`src/rtl/gmii_pkg.sv`:
```
// Shared definitions for the GMII receive path: FSM encoding, framing bytes, CRC constants, status bits.
// Latency: n/a (package only).
// Backpressure: n/a (package only).
package gmii_pkg;

    typedef enum logic [1:0] {
        ST_IDLE     = 2'd0,
        ST_PREAMBLE = 2'd1,
        ST_DATA     = 2'd2,
        ST_DROP     = 2'd3
    } rx_state_t;

    localparam logic [7:0]  PREAMBLE_BYTE = 8'h55;
    localparam logic [7:0]  SFD_BYTE      = 8'hD5;

    // Reflected CRC-32; the residue is what the register holds after running over a frame plus its own FCS
    localparam logic [31:0] CRC_POLY      = 32'hEDB88320;
    localparam logic [31:0] CRC_INIT      = 32'hFFFFFFFF;
    localparam logic [31:0] CRC_RESIDUE   = 32'hDEBB20E3;

    // status_err bit positions
    localparam int ERR_RX_ER = 0;
    localparam int ERR_FULL  = 1;
    localparam int ERR_OVER  = 2;
    localparam int ERR_FCS   = 3;

endpackage

```
`src/rtl/crc32_byte.sv`:
```
// One-byte step of the reflected CRC-32 (LSB first), shared by RX checker and TX framer.
// Latency: purely combinational.
// Backpressure: none; the caller decides when to register the result.
module crc32_byte
    import gmii_pkg::*;
(
    input  logic [31:0] crc_in,
    input  logic [7:0]  data,
    output logic [31:0] crc_out
);

    logic [31:0] c;

    // Shift the eight data bits through the LFSR, least significant bit first
    always_comb begin
        c = crc_in;
        for (int i = 0; i < 8; i++) begin
            if (c[0] ^ data[i]) begin
                c = (c >> 1) ^ CRC_POLY;
            end else begin
                c = c >> 1;
            end
        end
        crc_out = c;
    end

endmodule

```
`src/rtl/gmii_rx_interface.sv`:
```
// GMII receive deframer: strips preamble/SFD, writes payload+FCS to the RX FIFO, posts one status word per frame.
// Latency: a byte on the pins reaches fifo_wr/fifo_data 2 cycles later; status follows the en=0 edge by 2 cycles.
// Backpressure: fifo_full drops the byte (err[1]); a pending status word forces the next frame to be dropped whole.
// Optional FCS check built when GMII_RX_FCS_CHECK_EN is defined; otherwise err[3] is tied low.
module gmii_rx_interface
    import gmii_pkg::*;
#(
    parameter int MAX_LEN = 1518,
    parameter int LEN_W   = 11
) (
    input  logic             clk,
    input  logic             rst_n,
    input  logic [7:0]       gmii_rx_data,
    input  logic             gmii_rx_en,
    input  logic             gmii_rx_er,
    output logic             fifo_wr,
    output logic [7:0]       fifo_data,
    input  logic             fifo_full,
    output logic             status_valid,
    output logic [LEN_W-1:0] status_len,
    output logic [3:0]       status_err,
    input  logic             status_ack,
    output logic [7:0]       drop_count
);

    localparam logic [LEN_W-1:0] MAX_CNT = LEN_W'(MAX_LEN);

    logic [7:0]       data_q;
    logic             en_q;
    logic             er_q;

    rx_state_t        state_q;
    rx_state_t        state_d;

    logic [LEN_W-1:0] count_q;
    logic [2:0]       flags_q;     // err[2:0] accumulated over the current frame

    logic             frame_clr;   // SFD seen: start a new frame
    logic             byte_rx;     // a post-SFD byte is being consumed this cycle
    logic             frame_end;   // first en=0 in DATA
    logic             drop_hit;    // a frame is being discarded whole
    logic             at_max;
    logic             wr_ok;
    logic             fcs_bad;

    // Register the GMII pins once; every decision below uses these copies
    always_ff @(posedge clk or negedge rst_n) begin
        if (!rst_n) begin
            data_q <= 8'h00;
            en_q   <= 1'b0;
            er_q   <= 1'b0;
        end else begin
            data_q <= gmii_rx_data;
            en_q   <= gmii_rx_en;
            er_q   <= gmii_rx_er;
        end
    end

    // FSM state register
    always_ff @(posedge clk or negedge rst_n) begin
        if (!rst_n) begin
            state_q <= ST_IDLE;
        end else begin
            state_q <= state_d;
        end
    end

    // Next-state logic and per-cycle control strobes
    always_comb begin
        state_d   = state_q;
        frame_clr = 1'b0;
        byte_rx   = 1'b0;
        frame_end = 1'b0;
        drop_hit  = 1'b0;
        case (state_q)
            ST_IDLE: begin
                if (en_q) begin
                    if (data_q == PREAMBLE_BYTE && !status_valid) begin
                        state_d = ST_PREAMBLE;
                    end else begin
                        // Either a bad first byte or no room to post another status word
                        state_d  = ST_DROP;
                        drop_hit = 1'b1;
                    end
                end
            end
            ST_PREAMBLE: begin
                if (!en_q) begin
                    state_d = ST_IDLE;
                end else if (data_q == PREAMBLE_BYTE) begin
                    state_d = ST_PREAMBLE;
                end else if (data_q == SFD_BYTE) begin
                    state_d   = ST_DATA;
                    frame_clr = 1'b1;
                end else begin
                    state_d  = ST_DROP;
                    drop_hit = 1'b1;
                end
            end
            ST_DATA: begin
                if (en_q) begin
                    byte_rx = 1'b1;
                end else begin
                    frame_end = 1'b1;
                    state_d   = ST_IDLE;
                end
            end
            ST_DROP: begin
                if (!en_q) begin
                    state_d = ST_IDLE;
                end
            end
            default: begin
                state_d = ST_IDLE;
            end
        endcase
    end

    // Length cap takes precedence over FIFO-full so an oversize frame never reports byte loss for the tail
    assign at_max = (count_q == MAX_CNT);
    assign wr_ok  = byte_rx && !at_max && !fifo_full;

    // Registered FIFO write port
    always_ff @(posedge clk or negedge rst_n) begin
        if (!rst_n) begin
            fifo_wr   <= 1'b0;
            fifo_data <= 8'h00;
        end else begin
            fifo_wr <= wr_ok;
            if (wr_ok) begin
                fifo_data <= data_q;
            end
        end
    end

    // Per-frame byte counter and error flags
    always_ff @(posedge clk or negedge rst_n) begin
        if (!rst_n) begin
            count_q <= '0;
            flags_q <= 3'b000;
        end else if (frame_clr) begin
            count_q <= '0;
            flags_q <= 3'b000;
        end else if (byte_rx) begin
            if (er_q) begin
                flags_q[ERR_RX_ER] <= 1'b1;
            end
            if (at_max) begin
                flags_q[ERR_OVER] <= 1'b1;
            end else if (fifo_full) begin
                flags_q[ERR_FULL] <= 1'b1;
            end else begin
                count_q <= count_q + 1'b1;
            end
        end
    end

`ifdef GMII_RX_FCS_CHECK_EN
    logic [31:0] crc_q;
    logic [31:0] crc_next;
    logic [2:0]  rx_cnt_q;      // received bytes, saturating at 4, for the short-frame check

    crc32_byte u_crc (
        .crc_in  (crc_q),
        .data    (data_q),
        .crc_out (crc_next)
    );

    // CRC runs over every received post-SFD byte, whether or not it made it into the FIFO
    always_ff @(posedge clk or negedge rst_n) begin
        if (!rst_n) begin
            crc_q    <= CRC_INIT;
            rx_cnt_q <= 3'd0;
        end else if (frame_clr) begin
            crc_q    <= CRC_INIT;
            rx_cnt_q <= 3'd0;
        end else if (byte_rx) begin
            crc_q <= crc_next;
            if (rx_cnt_q != 3'd4) begin
                rx_cnt_q <= rx_cnt_q + 3'd1;
            end
        end
    end

    assign fcs_bad = (crc_q != CRC_RESIDUE) || (rx_cnt_q < 3'd4);
`else
    assign fcs_bad = 1'b0;
`endif

    // Status word: a frame ending wins over an ack arriving in the same cycle
    always_ff @(posedge clk or negedge rst_n) begin
        if (!rst_n) begin
            status_valid <= 1'b0;
            status_len   <= '0;
            status_err   <= 4'b0000;
        end else if (frame_end) begin
            status_valid <= 1'b1;
            status_len   <= count_q;
            status_err   <= {fcs_bad, flags_q};
        end else if (status_ack) begin
            status_valid <= 1'b0;
        end
    end

    // Saturating count of frames discarded whole
    always_ff @(posedge clk or negedge rst_n) begin
        if (!rst_n) begin
            drop_count <= 8'h00;
        end else if (drop_hit && drop_count != 8'hFF) begin
            drop_count <= drop_count + 8'h01;
        end
    end

endmodule

```
`config.mk`:
```
export PLATFORM = sky130hd
export DESIGN_NAME = gmii_rx_interface
export DESIGN_NICKNAME = d
export VERILOG_FILES = /design/src/rtl/gmii_pkg.sv /design/src/rtl/crc32_byte.sv /design/src/rtl/gmii_rx_interface.sv
export SDC_FILE = /design/constraint.sdc
export NUM_CORES = 1
export LEC_CHECK = 0
export BUFFER_PORTS_ARGS = -buffer_cell sky130_fd_sc_hd__buf_2
export CORE_ASPECT_RATIO = 1.2
export CORE_MARGIN = 5
export CORE_UTILIZATION = 50
export CTS_CLUSTER_DIAMETER = 200
export DETAILED_ROUTE_END_ITERATION = 16
export PLACE_DENSITY = 0.74
export SLEW_MARGIN = 10
export SYNTH_ARGS = -nofsm -noshare
export SYNTH_HDL_FRONTEND = slang
export SYNTH_SLANG_ARGS = --single-unit
```
`constraint.sdc`:
```
create_clock -name clk -period 2 [get_ports clk]
set_input_delay 0.4 -clock clk [delete_from_list [all_inputs] [get_ports clk]]
set_output_delay 0.4 -clock clk [all_outputs]
set_load 0.02 [all_outputs]
```
==> reports/metrics.json <==
{
  "run_status": {"value": "finished clean"},
  "hold_crit_path_type": {"value": "input port to async pin"},
  "cts-buffers-inserted": {"value": 9},
  "compound_gate_fraction_of_synth_area": {"value": 6.08, "unit": "%"},
  "antenna_violations_before_repair": {"value": 0},
  "post_cts_buffers": {"value": 0},
  "synth.largest_area_cell": {"value": "dfrtp_1"},
  "first_pass_grt_wire_length": {"value": 7.56, "unit": "mm"},
  "rsz0062_at_grt": {"value": "false"},
  "portBuffers": {"value": 45},
  "wl_per_cell": {"value": 13.8, "unit": "um"},
  "crit_path_end_kind": {"value": "flip-flop"},
  "critical_path_class": {"value": "flip-flop to flip-flop"},
  "drt.antenna.violating_nets": {"value": 0},
  "synth_area_leaders": {"value": "dfrtp_1 61%, mux2_2 10%, xor2_1 2.6%"},
  "tritoncts_clock_tree": {"value": "yes"},
  "die_ar": {"value": 6210, "unit": "sq um"},
  "worst_hold_slack": {"value": 0.0775, "unit": "ns"},
  "worst_setup_path_start_kind": {"value": "flip-flop"},
  "clock_tree.htree_level_count": {"value": 3},
  "worst_ir_drop_vdd": {"value": 864, "unit": "uV"},
  "timing.critical_path.required": {"value": 2.24, "unit": "ns"},
  "stdcell_count": {"value": 305},
  "clock.fmax": {"value": 564, "unit": "MHz"},
  "track_usage": {"value": 15.4, "unit": "%"},
  "syn_avg_cell_area": {"value": 12.7, "unit": "sq um"},
  "num_vias": {"value": 1600},
  "fin_setup_tns": {"value": 0, "unit": "ns"},
  "clock-root-buffer": {"value": "clkbuf_8"},
  "die_h": {"value": 85.4, "unit": "um"},
  "cts_num_sinks": {"value": 58},
  "setup-violations-final": {"value": 0},
  "drt-vias-per-instance": {"value": 5.25},
  "synth-seq-cells": {"value": 58},
  "syn_inst": {"value": 186},
  "syn_to_final_growth": {"value": 21.6, "unit": "%"},
  "cap_viol_max_count": {"value": 0},
  "yosysSeqAreaShare": {"value": 61.3, "unit": "%"},
  "synth.distinct_cells": {"value": 37},
  "rows": {"value": 27},
  "grt_pass1_vias": {"value": 1674},
  "worstSkewPairLatency": {"value": 0.32, "unit": "ns"},
  "place.gp.congestion": {"value": 0.803},
  "die_x": {"value": 72.8, "unit": "um"},
  "report.power.total": {"value": 3.13, "unit": "mW"},
  "synth_top_family_by_area": {"value": "simple AND/OR/NAND/NOR gates"},
  "floorplan.initialDensity": {"value": 51.5, "unit": "%"},
  "post_cts_hold_buffer_count": {"value": 0},
  "ioPinCount": {"value": 47},
  "yosys-mux-area-fraction": {"value": 10.9, "unit": "%"},
  "grt_overflow": {"value": 0},
  "worstPathArrival": {"value": 2.01, "unit": "ns"},
  "dpl.hpwl": {"value": 3.08, "unit": "mm"},
  "n_antenna_cell": {"value": 0},
  "routed_wl": {"value": 4.20, "unit": "mm"},
  "final.period_utilization": {"value": 88.6, "unit": "%"},
  "layout-drive-gt1-share": {"value": 36.4, "unit": "%"},
  "timing_max_transition_violations_final": {"value": 0},
  "core_region_area": {"value": 4590, "unit": "sq um"},
  "numPlacedInstances": {"value": 290},
  "final_net_count": {"value": 260},
  "synthesized_area_fraction_occupied_by_xor_and_xnor_cells": {"value": 4.44, "unit": "%"},
  "dp_worst_setup_slack": {"value": 0.228, "unit": "ns"},
  "postPlaceCellArea": {"value": 2690, "unit": "sq um"},
  "power_density": {"value": 1090, "unit": "nW/um^2"},
  "fill_cells": {"value": 395},
  "synth_adder_area_share": {"value": 1.59, "unit": "%"},
  "finalCriticalPeriod": {"value": 1.77, "unit": "ns"},
  "timing_hold_violations_final": {"value": 0},
  "final_area": {"value": 2880, "unit": "sq um"},
  "yosys_warnings": {"value": 0},
  "crit_fanout": {"value": 7},
  "power.static_leakage": {"value": 1.41, "unit": "nW"},
  "synth_area": {"value": 2370, "unit": "sq um"},
  "grt_start_max_net_pins": {"value": 59},
  "layout.core_utilization": {"value": 62.6, "unit": "%"},
  "fin_ws": {"value": 0.228, "unit": "ns"},
  "drcViolationCount": {"value": 0},
  "synthDominantCellAreaShare": {"value": 61.3, "unit": "%"},
  "first_iter_violations": {"value": 66},
  "total_nets_after_synthesis": {"value": 203},
  "worst_clock_skew": {"value": 0.00408, "unit": "ns"},
  "post_cts.resized_instances": {"value": 0},
  "clock_path_buffers": {"value": 2},
  "cts.clk_slew.worst_paths": {"value": 0.06, "unit": "ns"},
  "post_synthesis_share_of_cell_area_spent_on_and_or_nand_and_nor_gates": {"value": 12.8, "unit": "%"},
  "pre_antenna_drt_iters": {"value": 4}
}
state kept, by name, summed over array words and instances (netlist names):
register,flops
flags_q,3
data_q,8
count_q,11
drop_count,8
fifo_data,8
status_err,3
state_q,2
status_len,11
er_q,1
en_q,1
status_valid,1
fifo_wr,1
power by group:
group	internal [mW]	total (mW)	switching (mW)	leakage (nW)
registers	1.35	1.53	0.174	0.717
logic	0.254	0.615	0.361	0.595
clock network	0.598	0.994	0.395	0.0962
total	2.20	3.13	0.929	1.41
worst max-delay path, stage by stage (launching register included):
cell and delay [ns]:
dfrtp_1 0.43, inv_1 0.06, ha_1 0.19, and4bb_2 0.23, a31o_1 0.25, or4_1 0.40, a21oi_1 0.14
cells in the final DEF, fill, tap and decap left out, types with 2 or more instances in the layout:
master / Yosys / layout
clkbuf_1: 2 / 2
nor2_1: 13 / 13
and3_1: 3 / 3
dfrtp_1: 58 / 58
nand4_1: 3 / 3
ha_1: 3 / 3
o211ai_1: 2 / 2
o31ai_1: 3 / 3
o21ai_0: 2 / 2
clkinv_2: 0 / 2
nor3_1: 5 / 5
a21oi_1: 4 / 4
xnor2_1: 5 / 5
nand3_1: 9 / 9
buf_2: 2 / 45
nor4_1: 5 / 5
nor3b_1: 2 / 2
clkbuf_8: 0 / 10
inv_1: 7 / 7
xor2_1: 7 / 7
buf_4: 1 / 6
mux2_2: 22 / 22
nand2_1: 9 / 9
a31oi_1: 3 / 3
and4b_1: 2 / 2
path summary, 6_finish.rpt:
kind	start	to	slack, ns	depth (start not counted)
min	rst_n	status_len[6]	0.08	2
min reg2reg	drop_count[7]	drop_count[7]	0.48	1
max in group asynchronous	rst_n	drop_count[1]	1.68	2
min in group clk	gmii_rx_data[4]	data_q[4]	0.19	1
max reg2reg	count_q[0]	count_q[4]	0.23	6
max	count_q[0]	count_q[4]	0.23	6
logic make-up (layout without fill, tap and decap cells):
kind of cell             Yosys count  count (layout)
AND/OR/NAND/NOR                   56              56
flip-flops                        58              58
AO/OA/AOI/OAI                     20              20
other                              1               1
adder cells (fa/ha/maj)            3               3
buffers and inverters             13              74
XOR/XNOR                          12              12
multiplexers                      23              23
area by class of cell:
class                      count  area, sq um  share of cell area [%]
timing repair buffer          52          290                    10.1
clock buffer                  12          145                    5.04
clock inverter                 3         40.0                    1.39
sequential                    58         1450                    50.4
tap                           58         72.6                    2.52
multi-input combinational    115          852                    29.6
inverter                       7         26.3                   0.913
per-layer routing:
metal	vias up	part of all wire, %	GRT usage [%]
met5	-	0	0
met4	0	1.6	5.70
met3	9	5.8	6.04
met2	44	50	24.9
li1	773	-	-
met1	774	42	18.4
cell usage after synthesis:
master / instances
clkbuf_1: 2
nor4_1: 5
xnor2_1: 5
nand3_1: 9
nand4bb_1: 1
and3_1: 3
inv_1: 7
a21boi_0: 1
o211ai_1: 2
o21ai_0: 2
nor3_1: 5
and4b_1: 2
xor2_1: 7
a31o_2: 1
or4_1: 1
a31oi_1: 3
ha_1: 3
dfrtp_1: 58
buf_4: 1
and4_1: 1
nand4_1: 3
buf_2: 2
nor2_1: 13
o22ai_1: 1
and2_1: 1
nor3b_1: 2
and4bb_2: 1
nand2_1: 9
o311ai_2: 1
a31o_1: 1
o211a_1: 1
conb_1: 1
buf_6: 1
o31ai_1: 3
a21oi_1: 4
mux2_2: 22
mux2_1: 1
No activity file was read; power rests on OpenSTA's default activity.
